==> src/rtl/pulse_share_arbiter.sv <==
// Purpose: round-robin sharing of one fixed-length pulse output among N strobe requesters.
// Latency: a strobe into an idle block raises ext_out after the second rising edge.
// Backpressure: none; one event per requester is held pending, and repeat strobes coalesce (flagged on merged).
module pulse_share_arbiter #(
   parameter int N        = 4,
   parameter int ID_W     = 2,
   parameter int CNT_W    = 17,
   parameter int HOLD_LEN = 65536,
   parameter int GAP_LEN  = 1024
) (
   input  logic            clk,
   input  logic            reset,
   input  logic [N-1:0]    req,
   output logic            ext_out,
   output logic [ID_W-1:0] grant_id,
   output logic            busy,
   output logic [N-1:0]    pending,
   output logic            merged
);

   typedef enum logic [1:0] {
      IDLE   = 2'd0,
      ACTIVE = 2'd1,
      GAP    = 2'd2
   } state_t;

   // Terminal counts are exact compares, so the counter never needs to wrap.
   localparam logic [CNT_W-1:0] HOLD_END = CNT_W'(HOLD_LEN - 1);
   localparam logic [CNT_W-1:0] GAP_END  = CNT_W'((GAP_LEN > 0) ? (GAP_LEN - 1) : 0);
   localparam logic [ID_W-1:0]  LAST_RST = ID_W'(N - 1);

   state_t            state, state_nxt;
   logic [CNT_W-1:0]  count, count_nxt;
   logic [ID_W-1:0]   last, last_nxt;
   logic [ID_W-1:0]   grant_nxt;
   logic [ID_W-1:0]   sel;
   logic [ID_W-1:0]   idx;
   logic              found;
   logic [N-1:0]      clear;

   // Round-robin search: first pending requester starting just after the last winner.
   always_comb begin
      found = 1'b0;
      sel   = '0;
      idx   = '0;
      for (int k = 1; k <= N; k++) begin
         idx = ID_W'((int'(last) + k) % N);
         if (!found && pending[idx]) begin
            found = 1'b1;
            sel   = idx;
         end
      end
   end

   // Next-state logic: grant from IDLE, then time the high pulse and the low guard gap.
   always_comb begin
      state_nxt = state;
      count_nxt = count;
      last_nxt  = last;
      grant_nxt = grant_id;
      clear     = '0;
      case (state)
         IDLE: begin
            if (found) begin
               state_nxt = ACTIVE;
               count_nxt = '0;
               grant_nxt = sel;
               last_nxt  = sel;
               clear     = {{(N-1){1'b0}}, 1'b1} << sel;
            end
         end
         ACTIVE: begin
            if (count == HOLD_END) begin
               count_nxt = '0;
               state_nxt = (GAP_LEN > 0) ? GAP : IDLE;
            end else begin
               count_nxt = count + CNT_W'(1);
            end
         end
         GAP: begin
            if (count == GAP_END) begin
               count_nxt = '0;
               state_nxt = IDLE;
            end else begin
               count_nxt = count + CNT_W'(1);
            end
         end
         default: begin
            state_nxt = IDLE;
            count_nxt = '0;
         end
      endcase
   end

   // State, pending flags and registered outputs; outputs are decoded from the next state
   // so that ext_out/busy line up exactly with the ACTIVE/GAP cycles.
   always_ff @(posedge clk or posedge reset) begin
      if (reset) begin
         state    <= IDLE;
         count    <= '0;
         last     <= LAST_RST;
         grant_id <= '0;
         ext_out  <= 1'b0;
         busy     <= 1'b0;
         pending  <= '0;
         merged   <= 1'b0;
      end else begin
         state    <= state_nxt;
         count    <= count_nxt;
         last     <= last_nxt;
         grant_id <= grant_nxt;
         ext_out  <= (state_nxt == ACTIVE);
         busy     <= (state_nxt != IDLE);
         // A strobe on the same edge as its grant keeps the flag set: a new event to serve.
         pending  <= req | (pending & ~clear);
         merged   <= |(req & pending);
      end
   end

endmodule

==> config.mk <==
export PLATFORM = sky130hd
export DESIGN_NAME = pulse_share_arbiter
export DESIGN_NICKNAME = d
export VERILOG_FILES = /design/src/rtl/pulse_share_arbiter.sv
export SDC_FILE = /design/constraint.sdc
export NUM_CORES = 1
export LEC_CHECK = 0
export BUFFER_PORTS_ARGS = -buffer_cell sky130_fd_sc_hd__buf_2
export CAP_MARGIN = 25
export CORE_ASPECT_RATIO = 0.8
export CORE_MARGIN = 5
export CORE_UTILIZATION = 55
export CTS_CLUSTER_SIZE = 8
export DETAILED_ROUTE_END_ITERATION = 8
export PLACE_DENSITY_LB_ADDON = 0.05
export SETUP_SLACK_MARGIN = 0.4
export SYNTH_ARGS = -nofsm -noshare
export SYNTH_HDL_FRONTEND = slang
export SYNTH_SLANG_ARGS = --single-unit
==> constraint.sdc <==
create_clock -name clk -period 3.8 [get_ports clk]
set_input_delay 0.19 -clock clk [delete_from_list [all_inputs] [get_ports clk]]
set_output_delay 0.19 -clock clk [all_outputs]
set_load 0.1 [all_outputs]
==> impl_metrics.env <==
export IMPL_synth_seq_cells=30
export IMPL_cts_resized=0
export IMPL_chipWidth_um=71.5
export IMPL_critPathKind="reg2reg"
export IMPL_vias_per_cell=5.75
export IMPL_synth_edf_count=0
export IMPL_cts_sinks=30
export IMPL_hold_viol=0
export IMPL_wl_met1_um=1730
export IMPL_p_per_area_nw_per_um2=767
export IMPL_drtIter0Drc=99
export IMPL_rows=17
export IMPL_io_pins=15
export IMPL_drc_errors=0
export IMPL_core_um2=2830
export IMPL_hold_worst_slack_ns=0.103
export IMPL_setup_worst_path_end_class="flip-flop"
export IMPL_clkLatencyLatePin_ns=0.28
export IMPL_worst_pin_slew_ns=0.603
export IMPL_wl_per_cell_um=15.0
export IMPL_crit_arrival_ns=3.13
export IMPL_syn_area_per_cell_um2=9.35
export IMPL_fin_crit_sh_pct=77.7
export IMPL_async_reset_ff_share_pct=100
export IMPL_fp_dieH_um=59.2
export IMPL_cp_max_fo=10
export IMPL_first_pass_iters=4
export IMPL_status="finished clean"
export IMPL_synth_net_count=191
export IMPL_skew_ns=0.00769
export IMPL_grt_pass1_vias=1321
export IMPL_cts_tree="built"
export IMPL_hpwlAfterDp_um=2670
export IMPL_placed_cells=230
export IMPL_num_vias=1374
export IMPL_max_freq_mhz=339
export IMPL_synth_area_um2=1660
export IMPL_dr_wl_met2_um=1560
export IMPL_post_cts_setup_buffers=0
export IMPL_top_layer_used="met4"
export IMPL_grt_overflow_total=0
export IMPL_tns_ns=0
export IMPL_cts_root_buf="clkbuf_8"
export IMPL_antenna_found_initial=0
export IMPL_nets=213
export IMPL_synth_flop_cell="dfrtp_1"
export IMPL_area_growth_pct=14.5
export IMPL_hp_class="in2reg"
export IMPL_io_buffers=14
export IMPL_met3_length_um=229
export IMPL_rsz0062_at_grt="no"
export IMPL_synth_cells=178
export IMPL_setup_violations_final=0
export IMPL_yosysUniqueCellTypes=44
export IMPL_required_ns=3.98
export IMPL_grt_max_degree=21
export IMPL_synth_most_common_cell="dfrtp_1"
export IMPL_cts_clk_slew_worst_paths_ns=0.06
export IMPL_grt_pass1_wl_um=6220
export IMPL_drive_gt1_share_pct=19.9
export IMPL_cts_buffers=5
export IMPL_antenna_left=0
export IMPL_start_kind="flip-flop"
export IMPL_dieArea_um2=4230
export IMPL_ys_top_cells_by_count="dfrtp_1, nand2_1, nor2_1"
export IMPL_routed_wl_um=3580
export IMPL_diodes=0
export IMPL_ctsLongestPathBuffers=2
export IMPL_grt_usage_pct=19.1
export IMPL_leakage_uw=0.000836
export IMPL_cts_htree_levels=2
export IMPL_irDropWorstVdd_v=0.000604
export IMPL_place_congestion=0.898
export IMPL_drv_slew=0
export IMPL_cap_violations=0
export IMPL_period_minus_slack_ns=2.95
export IMPL_ys_warn_count=0
export IMPL_final_cell_count_no_fill=239
export IMPL_ys_seq_area_share_pct=45.3
export IMPL_start_util_pct=58.8
export IMPL_relSlewSlack_pct=59.6
export IMPL_synthTopCellsByArea="dfrtp_1, ha_1, nand2_1"
export IMPL_yosys_area_top_type="dfrtp_1"
export IMPL_synth_top_cell_area_share_pct=42.1
-- registers in the layout (all words and copies together), names as in the netlist --
signal / count
last: 2
state: 2
pending: 4
grant_id: 2
merged: 1
ext_out: 1
count: 17
busy: 1
-- cell usage in the layout (no fill, tap or decap), drive strengths merged, types with 4 or more instances in the layout --
master | synthesis | layout
nor2 | 19 | 19
o21ai | 13 | 13
nand3 | 6 | 6
a21oi | 10 | 10
xor2 | 4 | 4
a31oi | 4 | 4
clkbuf | 0 | 7
inv | 15 | 15
ha | 7 | 7
dfrtp | 28 | 28
nor3 | 6 | 6
nand2 | 20 | 20
buf | 1 | 15
-- per-stage QoR --
| stage | total power (µW) | setup slack [ns] | cell area [µm²] | utilization (%) |
|---|---|---|---|---|
| 2_1_floorplan | 1050 | 1.36 | 1660 | - |
| 3_3_place_gp | 1170 | 1.14 | 1780 | 62.8 |
| 3_5_place_dp | 1200 | 0.914 | 1800 | 63.8 |
| 4_1_cts | 1470 | 0.892 | 1910 | 67.4 |
| 5_1_grt | 1550 | 0.581 | 1910 | 67.4 |
| 6_report | 1460 | 0.848 | 1910 | 67.4 |
-- path summary, 6_finish.rpt --
check | startpoint | endpoint | slack (ns) | cells after the start
worst max-delay path | count[0]$_DFFE_PP0P_ | count[5]$_DFFE_PP0P_ | 0.85 | 11
worst min-delay path | req[3] | pending[3]$_DFF_PP0_ | 0.10 | 2
worst max register to register | count[0]$_DFFE_PP0P_ | count[5]$_DFFE_PP0P_ | 0.85 | 11
worst min register to register | grant_id[1]$_DFFE_PP0P_ | grant_id[1]$_DFFE_PP0P_ | 0.47 | 2
max in group asynchronous | reset | last[1]$_DFFE_PP1P_ | 2.79 | 4
min in group asynchronous | reset | count[4]$_DFFE_PP0P_ | 0.46 | 3
-- power by group --
part / leakage [µW] / internal, µW / switching (µW)
clock: 0.0000482 / 146 / 115
sequential: 0.000375 / 397 / 75.2
combinational: 0.000413 / 179 / 550
-- per-layer routing --
layer | up-vias | global-route usage (%)
li1 | 682 | -
met3 | 7 | 5.59
met2 | 46 | 27.0
met1 | 639 | 27.4
met4 | 0 | 8.04
met5 | - | 0
-- critical path, stage by stage (launching register included) --
cell	delay, ns
dfrtp_1	0.40
ha_1	0.22
nand3_1	0.15
nor3_2	0.54
nand4_1	0.23
inv_1	0.10
ha_1	0.18
nor2b_1	0.08
o21ai_1	0.47
a31o_4	0.21
o21ai_1	0.08
a22o_1	0.19
-- timing repair --
item	4_1_cts	5_1_grt
setup endpoints to repair	0	0
hold endpoints to repair	10	0
hold buffers	1	0
-- cell families (layout without fill, tap and decap cells) --
kind of cell    Yosys count  in the layout  synth area share, %
xor+xnor                  4              4                 2.11
flops                    30             30                 45.3
fa+ha+maj                 7              7                 5.26
compound gates           47             47                 19.2
buf+inv                  16             39                 3.68
mux                       1              1                0.602
simple gates             73             73                 23.9
-- final cells by class --
cell class / count / area, µm²
fillers: 234 / 923
multi-input cells: 132 / 850
flip-flops and latches: 30 / 753
repair buffers: 16 / 108
clock buffers: 7 / 86.3
inverters: 15 / 56.3
well taps: 38 / 47.5
clock inverters: 1 / 5.00
(Power assumes the default switching activity.)
